$ cat config.mk
export PLATFORM = sky130hd
export DESIGN_NAME = cnn_pool_compare
export DESIGN_NICKNAME = d
export VERILOG_FILES = /design/src/rtl/cnn_pkg.sv /design/src/rtl/cnn_max_unit.sv /design/src/rtl/cnn_pool_compare.sv
export SDC_FILE = /design/constraint.sdc
export NUM_CORES = 1
export LEC_CHECK = 0
export ABC_AREA = 1
export BUFFER_PORTS_ARGS = -buffer_cell sky130_fd_sc_hd__buf_2
export CAP_MARGIN = 40
export CORE_AREA = 2 2 182 255
export CTS_CLUSTER_SIZE = 28
export DETAILED_ROUTE_END_ITERATION = 16
export DIE_AREA = 0 0 184 257
export PLACE_DENSITY_LB_ADDON = 0.1
export SYNTH_ARGS = -nofsm -noshare
export SYNTH_HDL_FRONTEND = slang
export SYNTH_SLANG_ARGS = --single-unit
$ cat constraint.sdc
create_clock -name clk -period 8.17 [get_ports clk]
set_input_delay 0.4085 -clock clk [delete_from_list [all_inputs] [get_ports clk]]
set_output_delay 0.4085 -clock clk [all_outputs]
set_load 0.005 [all_outputs]
$ cat src/rtl/cnn_pkg.sv
// Shared definitions for the CNN max-pool compare block: default sizes,
// FSM state encoding and the most-negative-value helper.
package cnn_pkg;

   localparam int unsigned DATA_W_DEF = 12;
   localparam int unsigned N_ELEM_DEF = 9;
   localparam int unsigned IDX_W      = 4;

   typedef enum logic [1:0] {
      IDLE = 2'd0,
      SCAN = 2'd1,
      DONE = 2'd2
   } state_t;

   // Most negative two's-complement value representable in w bits (w <= 31).
   function automatic int most_neg(input int unsigned w);
      return -(2 ** (int'(w) - 1));
   endfunction

   localparam int MOST_NEG = most_neg(DATA_W_DEF);

endpackage

$ cat src/rtl/cnn_max_unit.sv
// Running signed maximum and first-occurrence index for one feature map.
// Optional macro CNN_POOL_RELU_EN clamps elements at zero and starts the
// running maximum at zero instead of the most negative value.
module cnn_max_unit
   import cnn_pkg::*;
#(
   parameter int unsigned DATA_W = DATA_W_DEF
) (
   input  logic                     clk,
   input  logic                     rst,
   input  logic                     init,
   input  logic                     step,
   input  logic signed [DATA_W-1:0] elem,
   input  logic [IDX_W-1:0]         elem_idx,
   output logic signed [DATA_W-1:0] run_max,
   output logic [IDX_W-1:0]         run_idx,
   output logic signed [DATA_W-1:0] run_max_nxt_c
);

`ifdef CNN_POOL_RELU_EN
   localparam logic signed [DATA_W-1:0] INIT_VAL = '0;
`else
   localparam logic signed [DATA_W-1:0] INIT_VAL = DATA_W'(most_neg(DATA_W));
`endif

   logic signed [DATA_W-1:0] val;
   logic                     take;

   // Element conditioning and strict-greater update decision.
   always_comb begin
      val  = elem;
`ifdef CNN_POOL_RELU_EN
      if (elem[DATA_W-1]) val = '0;
`endif
      take = step && (val > run_max);
      run_max_nxt_c = run_max;
      if (init)      run_max_nxt_c = INIT_VAL;
      else if (take) run_max_nxt_c = val;
   end

   // Running max/index registers; ties keep the earlier index.
   always_ff @(posedge clk) begin
      if (rst) begin
         run_max <= '0;
         run_idx <= '0;
      end else begin
         run_max <= run_max_nxt_c;
         if (init)      run_idx <= '0;
         else if (take) run_idx <= elem_idx;
      end
   end

endmodule

$ cat src/rtl/cnn_pool_compare.sv
// Sequential max-pool compare of two signed feature maps: accepts a map pair,
// scans one element per cycle, reports both maxima, their indices and which
// map wins. Optional macro CNN_POOL_RELU_EN enables zero-clamping of elements.
module cnn_pool_compare
   import cnn_pkg::*;
#(
   parameter int unsigned DATA_W = DATA_W_DEF,
   parameter int unsigned N_ELEM = N_ELEM_DEF
) (
   input  logic                     clk,
   input  logic                     rst,
   input  logic                     in_valid,
   output logic                     in_ready,
   input  logic [N_ELEM*DATA_W-1:0] or1_flat,
   input  logic [N_ELEM*DATA_W-1:0] or2_flat,
   output logic                     out_valid,
   input  logic                     out_ready,
   output logic signed [DATA_W-1:0] max1,
   output logic signed [DATA_W-1:0] max2,
   output logic [IDX_W-1:0]         idx1,
   output logic [IDX_W-1:0]         idx2,
   output logic                     class_sel
);

   localparam logic [IDX_W-1:0] LAST = IDX_W'(N_ELEM - 1);

   state_t                   state;
   state_t                   state_nxt;
   logic [IDX_W-1:0]         scan;
   logic signed [DATA_W-1:0] map1 [N_ELEM];
   logic signed [DATA_W-1:0] map2 [N_ELEM];
   logic                     accept;
   logic                     scanning;
   logic                     last;
   logic signed [DATA_W-1:0] max1_nxt;
   logic signed [DATA_W-1:0] max2_nxt;

   assign accept   = in_valid && in_ready;
   assign scanning = (state == SCAN);
   assign last     = scanning && (scan == LAST);

   // State register with handshake flags decoded from the next state.
   always_ff @(posedge clk) begin
      if (rst) begin
         state     <= IDLE;
         in_ready  <= 1'b1;
         out_valid <= 1'b0;
      end else begin
         state     <= state_nxt;
         in_ready  <= (state_nxt == IDLE);
         out_valid <= (state_nxt == DONE);
      end
   end

   // Next-state logic.
   always_comb begin
      state_nxt = state;
      case (state)
         IDLE:    if (in_valid) state_nxt = SCAN;
         SCAN:    if (scan == LAST) state_nxt = DONE;
         DONE:    if (out_ready) state_nxt = IDLE;
         default: state_nxt = IDLE;
      endcase
   end

   // Snapshot of both maps so upstream may change them during the scan.
   always_ff @(posedge clk) begin
      if (accept) begin
         for (int i = 0; i < int'(N_ELEM); i++) begin
            map1[i] <= or1_flat[i*DATA_W +: DATA_W];
            map2[i] <= or2_flat[i*DATA_W +: DATA_W];
         end
      end
   end

   // Scan counter saturates at the last element and restarts on acceptance.
   always_ff @(posedge clk) begin
      if (rst)                       scan <= '0;
      else if (accept)               scan <= '0;
      else if (scanning && !last)    scan <= scan + IDX_W'(1);
   end

   // Winner flag captured from the final maxima on entry to DONE.
   always_ff @(posedge clk) begin
      if (rst)         class_sel <= 1'b0;
      else if (accept) class_sel <= 1'b0;
      else if (last)   class_sel <= (max2_nxt > max1_nxt);
   end

   cnn_max_unit #(.DATA_W(DATA_W)) u_max1 (
      .clk           (clk),
      .rst           (rst),
      .init          (accept),
      .step          (scanning),
      .elem          (map1[scan]),
      .elem_idx      (scan),
      .run_max       (max1),
      .run_idx       (idx1),
      .run_max_nxt_c (max1_nxt)
   );

   cnn_max_unit #(.DATA_W(DATA_W)) u_max2 (
      .clk           (clk),
      .rst           (rst),
      .init          (accept),
      .step          (scanning),
      .elem          (map2[scan]),
      .elem_idx      (scan),
      .run_max       (max2),
      .run_idx       (idx2),
      .run_max_nxt_c (max2_nxt)
   );

endmodule

==> impl_metrics.env, run 1 <==
export IMPL_ys_top_cells_by_count="216 x edfxtp_1, 148 x nand2_1, 130 x nor2_1"
export IMPL_post_cts_buffers=0
export IMPL_synth_nets=1248
export IMPL_area_growth_pct=33.42
export IMPL_viasPerCell=4.426
export IMPL_finalNetCount=1569
export IMPL_fin_setup_tns_ps=0
export IMPL_avgSynthCellArea_sq_um=11.22
export IMPL_drtIter0Drc=560
export IMPL_setup_viol=0
export IMPL_synth_ff_latch_count=261
export IMPL_cp_slowest_stage_delay_ps=770
export IMPL_post_route_period_util=0.6519
export IMPL_slew_headroom=0.5072
export IMPL_clock_sinks=261
export IMPL_overflow=0
export IMPL_num_io_pins=255
export IMPL_maxCapViolations=0
export IMPL_hp_class="in -> reg"
export IMPL_rsz0062_at_grt="no"
export IMPL_grt_start_max_net_pins=85
export IMPL_worst_slew_pin_slew_ps=731.5
export IMPL_synth_cell_type_count=32
export IMPL_dieWidth_microns=184
export IMPL_fmax_ghz=0.1878
export IMPL_start_util=0.2476
export IMPL_antenna_found_initial=3
export IMPL_worstSetupPathType="reg -> reg"
export IMPL_p_per_area_nw_per_um2=232.0
export IMPL_critical_path_arrival_ps=5810
export IMPL_worstPathCellList="inv_2, buf_12, o21ai_0, o221ai_1, nand3_1, o21ai_0, ha_1, nand2_1, inv_2, a21oi_1, nand3_2, nand2_1, nand3_2, o21ai_0, ha_1, a21oi_1, nor2_1, a211oi_1, nor2_1, nor2_1, nand2_1, nand2_1, nand3_1, a21oi_2"
export IMPL_end_kind="flip-flop"
export IMPL_drtAntennaViolNets=0
export IMPL_clk_latency_ps=560
export IMPL_drive_gt1_frac=0.2554
export IMPL_cts_tree="yes"
export IMPL_layout_min_cycle_time_ps=5326
export IMPL_yosysTopAreaCellShare=0.5835
export IMPL_track_usage=0.1521
export IMPL_place_congestion=0.7907
export IMPL_cts_root_buf="clkbuf_16"
export IMPL_cts_buffers=30
export IMPL_cts_htree_levels=1
export IMPL_ys_seq_area_frac=0.6645
export IMPL_hold_violations=0
export IMPL_critPathTopFamily="compound AO/OA/AOI/OAI gates"
export IMPL_grt_pass1_vias=8778
export IMPL_status="complete, no violations"
export IMPL_slew_viol_final=0
export IMPL_muxShareOfSynthArea=0
export IMPL_dieArea_sq_um=47290
export IMPL_place_ws_ps=2805
export IMPL_synthArstFlopShare=0
export IMPL_via_count=8423
export IMPL_synth_area_leaders="edfxtp_1 58%, dfxtp_1 8.1%, nand2_1 5.0%"
export IMPL_start_kind="flip-flop"
export IMPL_grt_pass1_wl_mm=53.45
export IMPL_post_synth_top_area_cell="edfxtp_1"
export IMPL_path_clk_slew_ps=60
export IMPL_wl_per_cell_microns=19.12
export IMPL_p_leak_nw=6.009
export IMPL_synth_top_family_by_area="simple AND/OR/NAND/NOR gates"
export IMPL_ys_warnings_count=0
export IMPL_drt_total_wl_mm=36.38
export IMPL_crit_top_cell="nand2_1"
export IMPL_critical_path_buf_inv_count=3
export IMPL_drc_errors=0
export IMPL_skew_ps=21.72
export IMPL_vdd_drop_max_v=0.0001264
export IMPL_port_buffers=254
export IMPL_synth_fa_ha_area_frac=0.04164
export IMPL_dp_hpwl_mm=26.17
export IMPL_dieHeight_microns=257
export IMPL_synthFlopType="edfxtp_1"
export IMPL_cts_resized=0
export IMPL_synth_edf_count=216
export IMPL_critPathMaxFanout=36
export IMPL_synth_cell_area_sq_um=11120
export IMPL_crit_slowest_cell="o21ai_0"
export IMPL_synthXorXnorAreaFrac=0
export IMPL_yosysMostFrequentCell="edfxtp_1"
export IMPL_synth_cells=991
export IMPL_fp_coreArea_sq_um=44890
export IMPL_row_count=92
export IMPL_cts_buffer_depth=3
export IMPL_synthSimpleGateAreaFrac=0.1352
export IMPL_drtPass1Iterations=5
export IMPL_fin_ws_ps=2844
export IMPL_synth_compound_area_share=0.1079
export IMPL_crit_required_ps=8660
[cells by family (layout without fill, tap and decap cells)]
kind of cell / Yosys count / count (layout)
adders and majority gates: 37 / 37
and+or+nand+nor: 354 / 354
AOI/OAI and AO/OA: 201 / 201
other: 0 / 4
buffers and inverters: 138 / 482
DFF: 261 / 261
[final timing paths]
kind / from / to / slack, ps / cells after the start
setup reg to reg: flip-flop / class_sel / 2840 / 24
hold / removal: or2_flat[56] / map2[4][8] / 30 / 1
setup / recovery: flip-flop / class_sel / 2840 / 24
hold reg to reg: u_max1.run_idx[1] / u_max1.run_idx[1] / 460 / 2
[layout make-up]
class / count / area [sq um]
multi-input cells: 592 / 3166
clock buffers: 37 / 798.3
repair buffers: 339 / 2230
inverters: 88 / 340.3
clock inverters: 18 / 188.9
fillers: 4624 / 30060
well taps: 564 / 705.7
flip-flops and latches: 261 / 7393
diodes: 4 / 10.01
[per-stage QoR]
step	hold slack, ps	power (mW)	instances	area (sq um)	utilization
2_1_floorplan	453.9	1.891	991	11120	-
3_3_place_gp	466.1	2.082	1764	12910	0.2877
3_5_place_dp	455.5	2.093	1772	13110	0.2921
4_1_cts	0.3780	3.500	1891	14740	0.3284
5_1_grt	3.731	3.614	1900	14820	0.3302
6_report	28.73	3.441	1903	14830	0.3304
[placed cells by master (no fill, tap or decap), types with 2 or more instances in the layout]
cell type | synthesis | final
buf_4 | 0 | 5
o22ai_1 | 8 | 8
inv_1 | 84 | 83
o21ai_0 | 102 | 102
bufinv_16 | 0 | 4
nand4_1 | 6 | 6
edfxtp_1 | 216 | 216
nor2_1 | 130 | 130
o211ai_1 | 10 | 10
dlygate4sd3_1 | 0 | 72
ha_1 | 37 | 37
dfxtp_2 | 0 | 2
a21oi_2 | 2 | 2
clkbuf_16 | 0 | 31
nand2_1 | 148 | 148
nand2_2 | 8 | 8
buf_16 | 0 | 6
dfxtp_1 | 45 | 42
diode_2 | 0 | 4
clkinvlp_4 | 0 | 2
o21ai_1 | 3 | 3
inv_2 | 3 | 3
a21oi_1 | 34 | 34
o221ai_1 | 36 | 36
a211oi_1 | 3 | 3
nor4_1 | 10 | 10
nand3_2 | 4 | 4
nand3_1 | 30 | 30
nor3_1 | 11 | 11
or2_2 | 3 | 3
clkbuf_1 | 39 | 6
clkinv_2 | 0 | 7
a21o_1 | 2 | 2
nor2_2 | 2 | 2
clkinv_1 | 0 | 5
buf_2 | 5 | 254
[state kept, by name, summed over array words and instances, names as in the netlist, named ones only]
register and count:
u_max2.run_max 12, map1 108, out_valid 1, u_max1.run_max 12
u_max1.run_idx 4, class_sel 1, u_max2.run_idx 4, map2 108
scan 4, state 2, in_ready 1
[power by group]
group	switching, mW	total, mW	internal, mW
Sequential	0.0314	1.57	1.54
Clock	0.545	1.36	0.814
Combinational	0.315	0.510	0.195
Total	0.891	3.44	2.55
[timing repair]
| item | CTS | global route |
|---|---|---|
| hold buffers | 64 | 8 |
| endpoints found under the hold margin | 64 | 8 |
| endpoints found under the setup margin | 0 | 0 |
[routing by layer]
layer	vias up	GRT usage	wire length (microns)
li1	4159	-	-
met1	4006	0.1936	15720
met2	220	0.2625	17960
met3	38	0.02604	1785
met4	0	0.04622	912
met5	-	0	0
(Power assumes the default switching activity.)
==> run 2: changes to the inputs <==
- clock period: 8.17 -> 5.44 ns (I/O delays scaled with it)
==> run 2 against run 1 <==
  * Worst hold slack better by 29 ps
  * Global-route usage is 0.67 points higher
  * Via count is 8.5% higher
  * First-iteration DRC count is 24% lower
  * Critical path depth is 1 higher
  * Fmax is 11% higher
  * Final cell count is 7.6% higher
  * Non-clock buffer count is 146 higher
  * Sequential share of layout area is 4.5 points lower
  * Highest routed layer unchanged
==> impl_metrics.env, run 2 (synthesis results as in run 1) <==
export IMPL_drtIter0Drc=427
export IMPL_cts_root_buf="clkbuf_16"
export IMPL_overflow=0
export IMPL_fin_cells=2047
export IMPL_critical_path_arrival_ps=5220
export IMPL_slew_headroom=0.4348
export IMPL_drt_total_wl_mm=38.05
export IMPL_area_growth_pct=46.63
export IMPL_start_util=0.2476
export IMPL_clk_latency_ps=570
export IMPL_cts_buffers=30
export IMPL_status="complete, no violations"
export IMPL_rsz0062_at_grt="no"
export IMPL_final_cell_mix="254 x buf_2, 217 x dlygate4sd3_1, 216 x edfxtp_1"
export IMPL_reg_top3="map1 x108, map2 x108"
export IMPL_p_leak_nw=6.639
export IMPL_skew_ps=18.17
export IMPL_track_usage=0.1588
export IMPL_critPathMaxFanout=31
export IMPL_antenna_found_initial=1
export IMPL_cts_tree="yes"
export IMPL_cts_buffer_depth=3
export IMPL_grt_pass1_wl_mm=56.11
export IMPL_final_util=0.3631
export IMPL_maxCapViolations=0
export IMPL_start_kind="flip-flop"
export IMPL_layout_commonest_cell="buf_2"
export IMPL_grt_start_max_net_pins=118
export IMPL_hold_path_startpoint="in_valid"
export IMPL_num_io_pins=255
export IMPL_end_kind="flip-flop"
export IMPL_via_count=9140
export IMPL_port_buffers=254
export IMPL_setup_viol=0
export IMPL_vdd_drop_max_v=0.0002007
export IMPL_place_inst=1773
export IMPL_viasPerCell=4.465
export IMPL_wl_per_cell_microns=18.59
export IMPL_worstSetupPathType="reg -> reg"
export IMPL_finalNetCount=1715
export IMPL_row_count=92
export IMPL_crit_required_ps=5870
export IMPL_dieWidth_microns=184
export IMPL_place_congestion=0.8205
export IMPL_clock_sinks=261
export IMPL_fin_setup_tns_ps=0
export IMPL_grt_pass1_vias=9593
export IMPL_fp_coreArea_sq_um=44890
export IMPL_dp_hpwl_mm=26.43
export IMPL_reg2reg_setup_slack_ps=650
export IMPL_hp_class="in -> reg"
export IMPL_power_mw=5.433
export IMPL_post_route_period_util=0.8801
export IMPL_p_per_area_nw_per_um2=333.3
export IMPL_post_cts_buffers=0
export IMPL_slew_viol_final=0
export IMPL_hold_violations=0
export IMPL_dieHeight_microns=257
export IMPL_path_clk_slew_ps=60
export IMPL_cts_htree_levels=1
export IMPL_drtAntennaViolNets=0
export IMPL_drc_errors=0
export IMPL_fmax_ghz=0.2089
export IMPL_layout_min_cycle_time_ps=4788
export IMPL_drtPass1Iterations=7
export IMPL_drive_gt1_frac=0.2348
export IMPL_worst_slew_pin_slew_ps=847.9
export IMPL_dieArea_sq_um=47290
[run 2: metal layers]
metal / global-route usage / vias up / share of wire
met5: 0 / - / 0
met4: 0.06733 / 0 / 0.042
met3: 0.02491 / 73 / 0.045
met2: 0.2800 / 254 / 0.50
met1: 0.1906 / 4354 / 0.42
li1: - / 4459 / -
[run 2: through the flow]
stage	hold WS, ps	setup WS (ps)	instance area, sq um
2_1_floorplan	370.9	495.0	11120
3_3_place_gp	448.8	308.6	13010
3_5_place_dp	450.1	364.3	13030
4_1_cts	25.63	308.7	16290
5_1_grt	87.66	143.7	16300
6_report	57.76	652.3	16300
[run 2: layout make-up]
type / instances / area, sq um
tap: 564 / 705.7
clock inverter: 23 / 302.8
antenna: 1 / 2.502
sequential: 261 / 7393
multi-input combinational: 592 / 3173
inverter: 88 / 341.6
fill: 4479 / 28590
timing repair buffer: 485 / 3598
clock buffer: 33 / 783.3
[run 2: report_power, final]
part	switching (mW)	leakage, nW	internal, mW
clock	0.861	0.534	1.37
sequential	0.0494	2.43	2.31
combinational	0.485	3.67	0.353
total	1.40	6.64	4.04
[run 2: worst paths after layout]
| kind | to | depth (start not counted) |
|---|---|---|
| min | state[0] | 5 |
| max | class_sel | 25 |
| max reg2reg | class_sel | 25 |
| min reg2reg | u_max1.run_idx[3] | 2 |
[run 2: critical path: stages (launching register included)]
cell,delay [ps]
dfxtp_2,330
clkinv_2,390
buf_4,350
o21ai_0,80
o22ai_1,100
o211ai_1,350
nand2_1,150
ha_1,320
nand2_1,90
a21oi_1,60
nor2_1,200
nand3_2,120
nand2_2,90
nand3b_4,240
nand2_1,130
inv_1,50
nor3_1,570
ha_1,350
nand2_1,60
nor2_1,40
nand4_1,120
nor2_1,60
nor2_1,130
nand3_1,90
nand3_1,110
a21oi_2,50
[run 2: timing repair]
item                                    4_1_cts  5_1_grt
endpoints found under the hold margin       217        0
hold buffers                                217        0
endpoints found under the setup margin        0        1
gates resized for setup                       0        4
==> run 3: changes to the inputs <==
- clock period: 5.44 -> 5.5 ns (I/O delays scaled with it)
==> run 3 against run 2 <==
  * Final area about the same
  * Worst setup slack got worse by 3.9 ps
  * Register-to-register slack about the same
  * Core utilization about the same
  * Global-route usage increased by 0.17 points
  * Sequential share of layout area about the same
  * Fmax decreased by 1.3%
  * Clock power decreased by 4%
  * Clock skew decreased by 11 ps
  * Count of clock-buffer cells in the layout increased by 3
  * Largest cell class unchanged
  * Highest routed layer is now met5
==> impl_metrics.env, run 3 (synthesis results as in run 1) <==
export IMPL_p_leak_nw=6.626
export IMPL_port_buffers=254
export IMPL_fmax_ghz=0.2061
export IMPL_drtAntennaViolNets=0
export IMPL_drtPass1Iterations=4
export IMPL_via_count=9029
export IMPL_dr_wl_met2_mm=19.31
export IMPL_slew_headroom=0.4728
export IMPL_p_comb_frac=0.158
export IMPL_cts_root_buf="clkbuf_16"
export IMPL_status="complete, no violations"
export IMPL_crit_required_ps=5990
export IMPL_dp_hpwl_mm=26.06
export IMPL_start_kind="flip-flop"
export IMPL_vdd_drop_max_v=0.0002007
export IMPL_cts_buffer_depth=3
export IMPL_place_ws_ps=536.1
export IMPL_track_usage=0.1605
export IMPL_dieHeight_microns=257
export IMPL_cts_htree_levels=1
export IMPL_hp_class="in -> reg"
export IMPL_rsz0062_at_grt="no"
export IMPL_p_sw_mw=1.373
export IMPL_wl_per_cell_microns=18.60
export IMPL_wl_met1_mm=15.83
export IMPL_grt_start_max_net_pins=108
export IMPL_dieArea_sq_um=47290
export IMPL_p_seq_frac=0.438
export IMPL_setup_viol=0
export IMPL_place_inst=1775
export IMPL_num_io_pins=255
export IMPL_drive_gt1_frac=0.2338
export IMPL_overflow=0
export IMPL_fp_coreArea_sq_um=44890
export IMPL_p_clk_frac=0.404
export IMPL_worst_slew_pin_slew_ps=789.9
export IMPL_drtIter0Drc=500
export IMPL_finalNetCount=1718
export IMPL_start_util=0.2476
export IMPL_antenna_found_initial=7
export IMPL_critical_path_arrival_ps=5350
export IMPL_cts_tree="yes"
export IMPL_clk_latency_ps=570
export IMPL_maxCapViolations=0
export IMPL_slew_viol_final=0
export IMPL_area_growth_pct=46.52
export IMPL_cts_buffers=31
export IMPL_end_kind="flip-flop"
export IMPL_grt_pass1_wl_mm=56.64
export IMPL_skew_ps=7.320
export IMPL_clock_sinks=261
export IMPL_worstSetupPathType="reg -> reg"
export IMPL_place_congestion=0.8135
export IMPL_fin_ws_ps=648.4
export IMPL_layout_commonest_cell="buf_2"
export IMPL_critPathMaxFanout=45
export IMPL_drc_errors=0
export IMPL_power_mw=5.323
export IMPL_row_count=92
export IMPL_post_route_period_util=0.8821
export IMPL_viasPerCell=4.396
export IMPL_dieWidth_microns=184
export IMPL_fin_cells=2054
export IMPL_fin_setup_tns_ps=0
export IMPL_layout_min_cycle_time_ps=4852
export IMPL_p_per_area_nw_per_um2=326.8
export IMPL_hold_violations=0
export IMPL_reg_top3="map1 x108, map2 x108"
export IMPL_grt_pass1_vias=9471
export IMPL_switching_share=0.2580
export IMPL_p_int_mw=3.950
export IMPL_final_cell_mix="254 x buf_2, 217 x dlygate4sd3_1, 216 x edfxtp_1"
export IMPL_path_clk_slew_ps=60
export IMPL_drt_total_wl_mm=38.20
export IMPL_met3_length_mm=1.591
export IMPL_highest_layer="met5"
==> run 3: cell count changes in the layout (fill, tap and decap cells not counted), moves of 2 or more <==
cell | before | now
diode_2 | 1 | 6
o21ai_0 | 100 | 102
o21ai_1 | 5 | 3
buf_16 | 0 | 2
buf_4 | 10 | 13
clkbuf_1 | 2 | 5
buf_12 | 4 | 1
==> run 3: power by group through the flow <==
| stage | clock network, mW | logic, mW | registers [mW] |
|---|---|---|---|
| finish | 2.15 | 0.840 | 2.33 |
| global route | 2.28 | 0.948 | 2.34 |
| CTS | 2.21 | 0.854 | 2.33 |
| detailed placement | 0 | 0.729 | 2.38 |
| global placement | 0 | 0.721 | 2.38 |
| floorplan | 0 | 0.437 | 2.37 |
==> run 3: layout make-up <==
class | instances | area, sq um
fillers | 4529 | 28600
repair buffers | 487 | 3616
flip-flops and latches | 261 | 7393
inverters | 88 | 342.8
clock inverters | 20 | 255.2
multi-input cells | 592 | 3166
well taps | 564 | 705.7
clock buffers | 36 | 794.5
diodes | 6 | 15.01
==> run 3: what timing repair did <==
action                                  in CTS  in global routing
buffers inserted                             0                  0
endpoints found under the hold margin      217                  0
endpoints found under the setup margin       0                  1
hold buffers                               217                  0
resized for setup                            0                  1
==> run 3: critical path, stage by stage (launching register included) <==
cell	delay [ps]
dfxtp_2	330
buf_4	460
o21ai_0	180
o221ai_1	260
nand3_1	170
o21ai_0	210
ha_1	350
nand2_1	120
inv_2	50
a21oi_1	250
nand3_2	120
nand2_1	80
nand3_2	380
o21ai_0	580
ha_1	330
a21oi_1	160
nor2_1	50
a211oi_1	170
nor2_1	70
nor2_1	120
nand2_1	60
nand2_1	50
nand3_1	80
a21oi_2	110
==> run 3: per-layer routing <==
layer | vias up | global-route usage
met5 | - | 0
met4 | 2 | 0.06444
met3 | 69 | 0.02321
met2 | 239 | 0.2827
met1 | 4263 | 0.1957
li1 | 4456 | -
==> run 3: path summary, 6_finish.rpt <==
kind,start,endpoint,slack [ps],cells past startpoint
worst max-delay path,flip-flop,class_sel,650,23
worst min-delay path,in_valid,state[0],80,5
worst max register to register,flip-flop,class_sel,650,23
worst min register to register,u_max2.run_idx[2],u_max2.run_idx[2],470,2
==> run 3: stage by stage <==
stage	hold WS, ps	cell area, sq um	util
3_3_place_gp	452.3	12990	0.2894
5_1_grt	150.0	16290	0.3628
4_1_cts	49.41	16270	0.3624
2_1_floorplan	373.9	11120	-
3_5_place_dp	453.1	13050	0.2907
6_report	78.16	16290	0.3628
